File: config.mk
export PLATFORM = sky130hd
export DESIGN_NAME = keypad_scanner_flat
export DESIGN_NICKNAME = d
export VERILOG_FILES = /design/src/rtl/keypad_pkg.sv /design/src/rtl/keypad_scanner_if.sv /design/src/rtl/keypad_sync.sv /design/src/rtl/keypad_scanner.sv /design/src/flat_wrapper.sv
export SDC_FILE = /design/constraint.sdc
export NUM_CORES = 1
export LEC_CHECK = 0
export ABC_AREA = 1
export CORE_AREA = 3 3 72 74
export CTS_CLUSTER_SIZE = 28
export DETAILED_ROUTE_END_ITERATION = 16
export DIE_AREA = 0 0 75 77
export PLACE_DENSITY = 0.74
export SLEW_MARGIN = 30
export SYNTH_ARGS = -nofsm -noshare
export SYNTH_HDL_FRONTEND = slang
export SYNTH_SLANG_ARGS = --single-unit
File: constraint.sdc
create_clock -name newClock -period 1.8 [get_ports newClock]
set_clock_uncertainty 0.1 [all_clocks]
set_input_delay 0.45 -clock newClock [delete_from_list [all_inputs] [get_ports newClock]]
set_output_delay 0.45 -clock newClock [all_outputs]
set_load 0.01 [all_outputs]
File: src/rtl/keypad_pkg.sv
// keypad_pkg: shared definitions for the matrix keypad scanner.
//   - key class constants (NONE..RESET) carried on keyClass
//   - 5-bit event codes {enable, info} for the letter keys
//   - scanner FSM state type
//   - keymap(): key index (row*COLS + col) -> {class, code}
package keypad_pkg;

    localparam logic [2:0] ClsNone     = 3'd0;
    localparam logic [2:0] ClsNumber   = 3'd1;
    localparam logic [2:0] ClsOperator = 3'd2;
    localparam logic [2:0] ClsEqual    = 3'd3;
    localparam logic [2:0] ClsClear    = 3'd4;
    localparam logic [2:0] ClsReset    = 3'd5;

    localparam logic [4:0] CodeNone = 5'b00000;
    localparam logic [4:0] CodeF    = 5'b11111;
    localparam logic [4:0] CodeE    = 5'b11110;
    localparam logic [4:0] CodeD    = 5'b11101;
    localparam logic [4:0] CodeC    = 5'b11100;
    localparam logic [4:0] CodeB    = 5'b11011;
    localparam logic [4:0] CodeA    = 5'b11010;

    typedef enum logic [1:0] {
        StScan,
        StDebounce,
        StPressed
    } state_e;

    typedef struct packed {
        logic [2:0] cls;
        logic [4:0] code;
    } key_info_t;

    // Row-major layout: 1 2 3 F / 4 5 6 E / 7 8 9 D / A 0 B C.
    // Digits encode as {1, bcd}.
    function automatic key_info_t keymap(input logic [3:0] index);
        key_info_t info;
        case (index)
            4'd0:    info = '{cls: ClsNumber,   code: 5'b10001};
            4'd1:    info = '{cls: ClsNumber,   code: 5'b10010};
            4'd2:    info = '{cls: ClsNumber,   code: 5'b10011};
            4'd3:    info = '{cls: ClsOperator, code: CodeF};
            4'd4:    info = '{cls: ClsNumber,   code: 5'b10100};
            4'd5:    info = '{cls: ClsNumber,   code: 5'b10101};
            4'd6:    info = '{cls: ClsNumber,   code: 5'b10110};
            4'd7:    info = '{cls: ClsOperator, code: CodeE};
            4'd8:    info = '{cls: ClsNumber,   code: 5'b10111};
            4'd9:    info = '{cls: ClsNumber,   code: 5'b11000};
            4'd10:   info = '{cls: ClsNumber,   code: 5'b11001};
            4'd11:   info = '{cls: ClsOperator, code: CodeD};
            4'd12:   info = '{cls: ClsReset,    code: CodeA};
            4'd13:   info = '{cls: ClsNumber,   code: 5'b10000};
            4'd14:   info = '{cls: ClsEqual,    code: CodeB};
            default: info = '{cls: ClsClear,    code: CodeC};
        endcase
        return info;
    endfunction

endpackage

File: src/rtl/keypad_scanner_if.sv
// keypad_scanner_if: keypad pins plus the decoded key-event bus.
//   rowSense  raw rows, active low (driven by the keypad)
//   colDrive  column strobes, active low, one bit low at a time
//   keyValid  one-cycle pulse per accepted press
//   keyClass  key class tag, keyCode 5-bit event code
//   keyHeld   high from accepted press to accepted release
// master: the scanner side; slave: keypad pins / event consumer side.
interface keypad_scanner_if #(
    parameter int unsigned ROWS = 4,
    parameter int unsigned COLS = 4
);
    logic [ROWS-1:0] rowSense;
    logic [COLS-1:0] colDrive;
    logic            keyValid;
    logic [2:0]      keyClass;
    logic [4:0]      keyCode;
    logic            keyHeld;

    modport master (
        input  rowSense,
        output colDrive, keyValid, keyClass, keyCode, keyHeld
    );

    modport slave (
        output rowSense,
        input  colDrive, keyValid, keyClass, keyCode, keyHeld
    );
endinterface

File: src/rtl/keypad_sync.sv
// keypad_sync: Width-bit two-flop synchroniser with asynchronous active-low reset.
//   clk_i   sampling clock
//   rst_ni  asynchronous reset, active low; both stages load ResetVal
//   d_i     asynchronous input
//   q_o     synchronised output (2 cycles of latency)
module keypad_sync #(
    parameter int unsigned     Width    = 4,
    parameter logic [Width-1:0] ResetVal = '0
) (
    input  logic             clk_i,
    input  logic             rst_ni,
    input  logic [Width-1:0] d_i,
    output logic [Width-1:0] q_o
);
    logic [Width-1:0] meta_q;
    logic [Width-1:0] sync_q;

    always_ff @(posedge clk_i or negedge rst_ni) begin
        if (!rst_ni) begin
            meta_q <= ResetVal;
            sync_q <= ResetVal;
        end else begin
            meta_q <= d_i;
            sync_q <= meta_q;
        end
    end

    assign q_o = sync_q;
endmodule

File: src/rtl/keypad_scanner.sv
// keypad_scanner: strobes keypad columns, samples rows once per SCAN_DIV window,
// debounces press and release over DEBOUNCE samples and emits one event per press.
//   newClock  system clock (rising edge)
//   resetN    asynchronous reset, active low
//   bus       keypad_scanner_if master: rowSense in; colDrive, keyValid,
//             keyClass, keyCode, keyHeld out
module keypad_scanner
    import keypad_pkg::*;
#(
    parameter int unsigned ROWS     = 4,
    parameter int unsigned COLS     = 4,
    parameter int unsigned SCAN_DIV = 1000,
    parameter int unsigned DEBOUNCE = 8
) (
    input  logic             newClock,
    input  logic             resetN,
    keypad_scanner_if.master bus
);
    localparam int unsigned RowW = (ROWS > 1) ? $clog2(ROWS) : 1;
    localparam int unsigned ColW = (COLS > 1) ? $clog2(COLS) : 1;
    localparam int unsigned DivW = $clog2(SCAN_DIV);
    localparam int unsigned CntW = $clog2(DEBOUNCE + 1);

    localparam logic [DivW-1:0] DivLast = DivW'(SCAN_DIV - 1);
    localparam logic [ColW-1:0] ColLast = ColW'(COLS - 1);
    localparam logic [CntW-1:0] CntLast = CntW'(DEBOUNCE);

    logic [ROWS-1:0] rows_sync;
    logic [ROWS-1:0] rows_low;
    logic            one_low;
    logic            none_low;
    logic [RowW-1:0] row_idx;
    logic            sample;
    logic [ColW-1:0] col_next;
    logic [COLS-1:0] col_drive;
    key_info_t       key_info;

    state_e          state_q, state_d;
    logic [DivW-1:0] div_q;
    logic [ColW-1:0] col_q, col_d;
    logic [RowW-1:0] row_q, row_d;
    logic [CntW-1:0] cnt_q, cnt_d;
    logic [CntW-1:0] rel_q, rel_d;
    logic            valid_q, valid_d;
    logic [2:0]      class_q, class_d;
    logic [4:0]      code_q, code_d;
    logic            held_q, held_d;

    // Resets to all-ones so the idle (no key) level is seen during and after reset.
    keypad_sync #(
        .Width    (ROWS),
        .ResetVal ({ROWS{1'b1}})
    ) u_sync (
        .clk_i  (newClock),
        .rst_ni (resetN),
        .d_i    (bus.rowSense),
        .q_o    (rows_sync)
    );

    always_comb begin
        rows_low = ~rows_sync;
        none_low = (rows_low == '0);
        // Exactly one bit set: non-zero and clearing the lowest set bit leaves zero.
        one_low  = !none_low && ((rows_low & (rows_low - ROWS'(1))) == '0);
        row_idx  = '0;
        for (int r = 0; r < ROWS; r++) begin
            if (rows_low[r]) row_idx = RowW'(r);
        end
    end

    assign sample   = (div_q == DivLast);
    assign col_next = (col_q == ColLast) ? '0 : col_q + ColW'(1);
    assign key_info = keymap(4'(row_q) * 4'(COLS) + 4'(col_q));

    always_comb begin
        col_drive        = '1;
        col_drive[col_q] = 1'b0;
    end

    always_comb begin
        state_d = state_q;
        col_d   = col_q;
        row_d   = row_q;
        cnt_d   = cnt_q;
        rel_d   = rel_q;
        valid_d = 1'b0;
        class_d = class_q;
        code_d  = code_q;
        held_d  = held_q;

        if (sample) begin
            unique case (state_q)
                StScan: begin
                    if (one_low) begin
                        row_d   = row_idx;
                        cnt_d   = CntW'(1);
                        state_d = StDebounce;
                    end else begin
                        col_d = col_next;
                    end
                end
                StDebounce: begin
                    if (one_low && (row_idx == row_q)) begin
                        if (cnt_q + CntW'(1) == CntLast) begin
                            cnt_d   = '0;
                            valid_d = 1'b1;
                            class_d = key_info.cls;
                            code_d  = key_info.code;
                            held_d  = 1'b1;
                            state_d = StPressed;
                        end else begin
                            cnt_d = cnt_q + CntW'(1);
                        end
                    end else begin
                        cnt_d   = '0;
                        col_d   = col_next;
                        state_d = StScan;
                    end
                end
                StPressed: begin
                    // Any low row on the frozen column, including a second key, holds the press.
                    if (none_low) begin
                        if (rel_q + CntW'(1) == CntLast) begin
                            rel_d   = '0;
                            held_d  = 1'b0;
                            class_d = ClsNone;
                            code_d  = CodeNone;
                            col_d   = col_next;
                            state_d = StScan;
                        end else begin
                            rel_d = rel_q + CntW'(1);
                        end
                    end else begin
                        rel_d = '0;
                    end
                end
                default: state_d = StScan;
            endcase
        end
    end

    always_ff @(posedge newClock or negedge resetN) begin
        if (!resetN) begin
            state_q <= StScan;
            div_q   <= '0;
            col_q   <= '0;
            row_q   <= '0;
            cnt_q   <= '0;
            rel_q   <= '0;
            valid_q <= 1'b0;
            class_q <= ClsNone;
            code_q  <= CodeNone;
            held_q  <= 1'b0;
        end else begin
            state_q <= state_d;
            div_q   <= sample ? '0 : div_q + DivW'(1);
            col_q   <= col_d;
            row_q   <= row_d;
            cnt_q   <= cnt_d;
            rel_q   <= rel_d;
            valid_q <= valid_d;
            class_q <= class_d;
            code_q  <= code_d;
            held_q  <= held_d;
        end
    end

    assign bus.colDrive = col_drive;
    assign bus.keyValid = valid_q;
    assign bus.keyClass = class_q;
    assign bus.keyCode  = code_q;
    assign bus.keyHeld  = held_q;
endmodule

File: src/flat_wrapper.sv
// flat-port wrapper written by rule: the top's interface ports become plain ports
module keypad_scanner_flat import keypad_pkg::*;
#(
    parameter int unsigned ROWS     = 4,
    parameter int unsigned COLS     = 4,
    parameter int unsigned SCAN_DIV = 1000,
    parameter int unsigned DEBOUNCE = 8
)
  (newClock, resetN, bus_rowSense, bus_colDrive, bus_keyValid, bus_keyClass, bus_keyCode, bus_keyHeld);
  keypad_scanner_if #(.ROWS(ROWS), .COLS(COLS)) bus_i ();
  input  logic newClock;
  input  logic resetN;
  input wire logic [$bits(bus_i.rowSense)-1:0] bus_rowSense;
  output wire logic [$bits(bus_i.colDrive)-1:0] bus_colDrive;
  output wire logic [$bits(bus_i.keyValid)-1:0] bus_keyValid;
  output wire logic [$bits(bus_i.keyClass)-1:0] bus_keyClass;
  output wire logic [$bits(bus_i.keyCode)-1:0] bus_keyCode;
  output wire logic [$bits(bus_i.keyHeld)-1:0] bus_keyHeld;
  assign bus_i.rowSense = bus_rowSense;
  assign bus_colDrive = bus_i.colDrive;
  assign bus_keyValid = bus_i.keyValid;
  assign bus_keyClass = bus_i.keyClass;
  assign bus_keyCode = bus_i.keyCode;
  assign bus_keyHeld = bus_i.keyHeld;
  keypad_scanner #(.ROWS(ROWS), .COLS(COLS), .SCAN_DIV(SCAN_DIV), .DEBOUNCE(DEBOUNCE)) u_core (.newClock(newClock), .resetN(resetN), .bus(bus_i));
endmodule
==> impl_metrics.tcl, run 1 <==
set metrics [dict create \
    status "complete, no violations" \
    crit_buf_inv 2 \
    routed_wl_um 4890 \
    yosysSeqAreaShare_pct 43.6 \
    synth.most_common_cell "nand2_1" \
    root_buffer "clkbuf_8" \
    multi_input_area_um2 1280 \
    fin_crit_sh_pct 97.8 \
    gr-total-overflow 0 \
    hpwl_um 3410 \
    worst_setup_path_start_kind "register" \
    setup_ws_ps 39.4 \
    dr_wl_met3_um 168 \
    maxCapViolCount 0 \
    cts_buffer_depth 2 \
    dieHeight_um 77 \
    setup-violations-final 0 \
    htreeDepth 2 \
    synth-main-ff-cell "dfrtp_1" \
    first_pass_iters 5 \
    grt_pass1_vias 1818 \
    slew_headroom_pct 71.3 \
    power.total_mw 1.79 \
    synth_top_cells_by_area "dfrtp_1, nand2_1, dfstp_2, ha_1, inv_1" \
    topRoutingLayerUsed "met4" \
    antenna_found_initial 0 \
    ys_ff_latch 41 \
    layout.cells.non_filler 392 \
    vias 1963 \
    wl_met1_um 2220 \
    routedWlPerCell_um 12.5 \
    die-area_um2 5780 \
    cp_max_fo 9 \
    drtIter0Drc 92 \
    postRouteAntennaNets 0 \
    reg2reg_slack_ps 40 \
    fin_crit_ps 1760 \
    yosysUniqueCellTypes 36 \
    cts.sinks 41 \
    start_util_pct 51.0 \
    worst_path_max_delay_cell "dfrtp_1" \
    grt_pass1_wl_um 8000 \
    cp-end-kind "register" \
    fin_nets 357 \
    row_count 25 \
    cts_tree "built" \
    clk_pin_slew_worst_paths_ps 80 \
    seqCellArea_um2 1040 \
    synthArstFlopShare_pct 100 \
    fill_cells 384 \
    post-place-ws_ps -42.5 \
    finalHoldViolCount 0 \
    crit_chain "buf_4 > ha_1 > inv_1 > nor2_2 > nand2_1 > nor2_2 > nand2_4 > nand2_8 > nand2_4 > nand2_1 > nand2_1" \
    rsz0062_at_grt "true" \
    syn_nets 304 \
    tightestPinTransition_ps 431 \
    synth.avg_cell_area_um2 8.37 \
    fp.dieW_um 75 \
    drive_gt1_share_pct 31.4 \
    fmax_ghz 0.568 \
    slew_violations 0 \
    p_leak_nw 1.53 \
    core_um2 4660 \
    path_common_cell "nand2_1" \
    synth_area_um2 2380 \
    diodes 0 \
    routed_via_density 5.01 \
    syn2layout_area_growth_pct 30.1 \
    yosysWarnings 0 \
    met2_length_um 2420 \
    synth_edf_count 0 \
    p_per_area_nw_per_um2 578 \
    cp.required_ps 1890 \
    drt_drc_violations_left 0 \
    synth_commonest_cells "nand2_1, dfrtp_1, inv_1" \
    syn_inst 284 \
    arrival_ps 1850 \
    worstSetupPathType "reg -> reg" \
    peakVddDrop_v 0.000491 \
    cp_top_family "simple AND/OR/NAND/NOR gates" \
    grt_usage_pct 17.7 \
    synth_area_leader_cell "dfrtp_1" \
    gp_congestion 0.850 \
    clock_latency_ps 300 \
    port_buffers 19 \
    place_inst 371 \
    numCtsBuffers 5 \
    hold_class "reg -> reg" \
    yosysTopAreaCellShare_pct 34.8 \
    critPathMaxStageDelay_ps 440 \
    pin_count 20 \
    grt_max_degree 25 \
]
[cells by family after synthesis]
kind of cell | synth area share [%]
buf+inv | 7.11
fa+ha+maj | 7.37
flops | 43.6
xor+xnor | 1.47
simple gates | 32.5
compound gates | 7.95
[sequential cells by signal, indices dropped and copies added, names as in the netlist]
name                  cells
u_core.bus.keyClass       3
u_core.bus.keyCode        4
u_core.bus.keyHeld        1
u_core.bus.keyValid       1
u_core.cnt_q              4
u_core.col_q              2
u_core.div_q             10
u_core.rel_q              4
u_core.row_q              2
u_core.state_q            2
u_core.u_sync.meta_q      4
u_core.u_sync.q_o         4
[area by class of cell]
cell class / count / share of cell area, %
clock buffers: 6 / 2.67
clock inverters: 2 / 1.21
inverters: 40 / 5.02
multi-input cells: 201 / 41.4
flip-flops and latches: 41 / 33.5
well taps: 54 / 2.19
repair buffers: 48 / 13.9
[report_power, final]
group          switching, mW  total, mW  internal, mW
clock                  0.320      0.771         0.451
sequential           0.00709      0.944         0.937
combinational         0.0448     0.0710        0.0261
[cells in the final DEF, fill, tap and decap left out, drive strengths merged, types with 3 or more instances in the layout]
master,n
a21oi,5
buf,32
clkbuf,7
clkdlybuf4s50,13
dfrtp,33
dfstp,8
ha,14
inv,38
nand2,84
nand3,22
nand4,13
nor2,32
nor3,3
o211ai,3
o21ai,14
xor2,3
[metrics by stage]
stage,TNS (ps),cell area [um^2],utilization [%],hold slack [ps]
after floorplan,0,2380,-,54.4
after CTS,-190,2910,62.5,259
final,0,3090,66.3,257
after detailed placement,-79.8,2760,59.1,247
after global routing,-868,3090,66.3,267
after global placement,-11.4,2760,59.1,245
[per-layer routing]
metal  vias to the layer above  global-route usage (%)
met4                         0                    5.34
met3                         7                    4.06
met1                       905                    23.9
met5                         -                       0
li1                       1017                       -
met2                        34                    27.9
[worst paths after layout]
| check | startpoint | end | cells past startpoint |
|---|---|---|---|
| max | u_core.cnt_q[0] | u_core.bus.keyClass[0] | 11 |
| min | u_core.u_sync.meta_q[0] | u_core.u_sync.q_o[0] | 0 |
| max reg2reg | u_core.cnt_q[0] | u_core.bus.keyClass[0] | 11 |
| min reg2reg | u_core.u_sync.meta_q[0] | u_core.u_sync.q_o[0] | 0 |
| max in group asynchronous | resetN | u_core.cnt_q[1] | 3 |
| min in group asynchronous | resetN | u_core.bus.keyCode[3] | 2 |
[what timing repair did]
| action | CTS | global route |
|---|---|---|
| setup endpoints to repair | 4 | 28 |
| pin swaps | 1 | 9 |
| endpoints found under the hold margin | 9 | 0 |
| buffers inserted | 5 | 7 |
| hold buffers | 1 | 0 |
| resized for setup | 15 | 36 |
Power figures use the tool's default switching activity.
==> run 2, diff against run 1 <==
--- a/config.mk
+++ b/config.mk
@@ -5,11 +5,10 @@
 export SDC_FILE = /design/constraint.sdc
 export NUM_CORES = 1
 export LEC_CHECK = 0
-export ABC_AREA = 1
-export CORE_AREA = 3 3 72 74
-export CTS_CLUSTER_SIZE = 28
+export CORE_AREA = 3 3 71 73
 export DETAILED_ROUTE_END_ITERATION = 16
-export DIE_AREA = 0 0 75 77
+export DIE_AREA = 0 0 74 76
+export GPL_ROUTABILITY_DRIVEN = 0
 export PLACE_DENSITY = 0.74
 export SLEW_MARGIN = 30
 export SYNTH_ARGS = -nofsm -noshare
==> impl_metrics.tcl, run 2 <==
set metrics [dict create \
    status "finished with violations" \
    violations "setup timing" \
    syn_nets 247 \
    port_buffers 19 \
    fin_nets 344 \
    largest_reg_flops 10 \
    routed_wl_um 7560 \
    mostFrequentLayoutCell "buf_4" \
    yosysTopAreaCellShare_pct 35.8 \
    top_register "u_core.div_q" \
    pin_count 20 \
    clock_latency_ps 300 \
    synth.avg_cell_area_um2 10.2 \
    routed_via_density 5.80 \
    synthArstFlopShare_pct 100 \
    reg2reg_slack_ps -510 \
    slew_violations 0 \
    syn2layout_area_growth_pct 56.6 \
    setup_ws_ps -514 \
    first_pass_iters 4 \
    grt_pass1_vias 2173 \
    vias 2186 \
    synth.most_common_cell "dfrtp_1" \
    cp.required_ps 1910 \
    reg2reg_from "u_core.u_sync.q_o[1]" \
    cp-end-kind "register" \
    hold_ws_ps 114 \
    numCtsBuffers 5 \
    clk_pin_slew_worst_paths_ps 80 \
    drtIter0Drc 187 \
    postRouteAntennaNets 0 \
    antenna_found_initial 0 \
    htreeDepth 2 \
    diodes 0 \
    finalHoldViolCount 0 \
    drive_gt1_share_pct 46.8 \
    drt_drc_violations_left 0 \
    start_util_pct 52.3 \
    grt_usage_pct 23.6 \
    arrival_ps 2420 \
    mostFrequentLayoutCells "buf_4, dfrtp_1, buf_6" \
    power.total_mw 1.93 \
    worstSetupPathType "reg -> reg" \
    synth_top_cells_by_area "dfrtp_1, dfstp_2, ha_1, mux2_4, a21oi_1" \
    synth_edf_count 0 \
    cp-startpoint "u_core.u_sync.q_o[1]" \
    fin_crit_sh_pct 129 \
    fmax_ghz 0.432 \
    fin_crit_ps 2310 \
    fill_cells 219 \
    routedWlPerCell_um 20.1 \
    die-area_um2 5620 \
    cts.sinks 41 \
    rr_worst_depth 7 \
    setup-violations-final 23 \
    core_um2 4410 \
    hpwl_um 3790 \
    slew_headroom_pct 64.2 \
    crit_end "u_core.bus.keyCode[1]" \
    hold_class "in -> async" \
    root_buffer "clkbuf_8" \
    fp.dieW_um 74 \
    synth_commonest_cells "dfrtp_1, nor2_1, nand2_1" \
    p_per_area_nw_per_um2 536 \
    grt_pass1_wl_um 10300 \
    p_leak_nw 1.66 \
    row_count 24 \
    maxCapViolCount 0 \
    syn_inst 227 \
    synth_area_leader_cell "dfrtp_1" \
    worst_setup_path_start_kind "register" \
    synth-main-ff-cell "dfrtp_1" \
    cts_tree "built" \
    rsz0062_at_grt "true" \
    cp_max_fo 8 \
    gr-total-overflow 0 \
    tightestPinTransition_ps 538 \
    cts_buffer_depth 2 \
    ys_ff_latch 41 \
    yosysSeqAreaShare_pct 44.9 \
    dieHeight_um 76 \
    yosysWarnings 0 \
    reg2reg_to "u_core.bus.keyCode[1]" \
    grt_max_degree 42 \
    yosysUniqueCellTypes 56 \
    peakVddDrop_v 0.000479 \
    synth_area_um2 2310 \
]
-- run 2: routing by layer --
layer  GRT usage [%]  up-vias  wire [um]
met5               0        -          0
met2            42.9       57       4140
met4            7.25        0        182
li1                -     1003          -
met3            5.15       19        279
met1            26.6     1107       2960
-- run 2: area by class of cell --
cell class / instances / area, um^2 / share of cell area, %
tap: 52 / 65.1 / 1.80
inverter: 14 / 57.6 / 1.59
clock buffer: 5 / 68.8 / 1.91
clock inverter: 3 / 65.1 / 1.80
sequential: 41 / 1040 / 28.7
multi-input combinational: 163 / 1420 / 39.4
timing repair buffer: 99 / 895 / 24.8
-- run 2: stage by stage --
step	utilization, %	instances	setup TNS (ps)	cell area [um^2]	setup WS [ps]
detailed placement	66.1	342	-5280	2920	-398
global route	81.8	377	-8190	3610	-542
global placement	66.1	342	-4460	2920	-376
floorplan	-	227	-4110	2320	-426
finish	81.8	377	-6800	3610	-514
CTS	75.3	365	-4980	3320	-377
-- run 2: power breakdown --
part / switching (mW) / internal [mW] / leakage, nW
registers: 0.0116 / 0.937 / 0.529
logic: 0.0501 / 0.0423 / 1.06
clock network: 0.343 / 0.551 / 0.0681
-- run 2: timing repair --
item / in CTS / in global routing
gates resized for setup: 46 / 55
hold endpoints to repair: 0 / 0
hold buffers: 0 / 0
endpoints found under the setup margin: 25 / 28
pin swaps: 13 / 13
buffers inserted: 16 / 14
-- run 2: worst min path at each step --
stage                            start                      to  slack [ps]  cells past startpoint
6_report                        resetN         u_core.div_q[1]         110                      2
5_1_grt                         resetN         u_core.div_q[9]         140                      2
4_1_cts                         resetN         u_core.rel_q[3]         120                      2
3_5_place_dp   u_core.u_sync.meta_q[2]    u_core.u_sync.q_o[2]         250                      0
3_3_place_gp   u_core.u_sync.meta_q[0]    u_core.u_sync.q_o[0]         250                      0
2_1_floorplan                   resetN  u_core.bus.keyClass[0]          50                      0
-- run 2: kinds of logic (layout without fill, tap and decap cells) --
group / Yosys count / in the layout / synth area share, %
AOI/OAI and AO/OA: 54 / 54 / 16.0
and+or+nand+nor: 75 / 75 / 17.4
muxes: 13 / 13 / 7.10
buffers and inverters: 23 / 121 / 4.39
xor gates and xnor gates: 7 / 7 / 2.66
adders and majority gates: 14 / 14 / 7.59
DFF: 41 / 41 / 44.9
-- run 2: worst max-delay path, cell delays in order, from the launching register on --
cell,delay (ps)
dfstp_2,560
or3b_4,390
a211oi_4,230
o22a_1,180
o2111a_1,260
buf_12,140
buf_4,110
mux2i_1,230
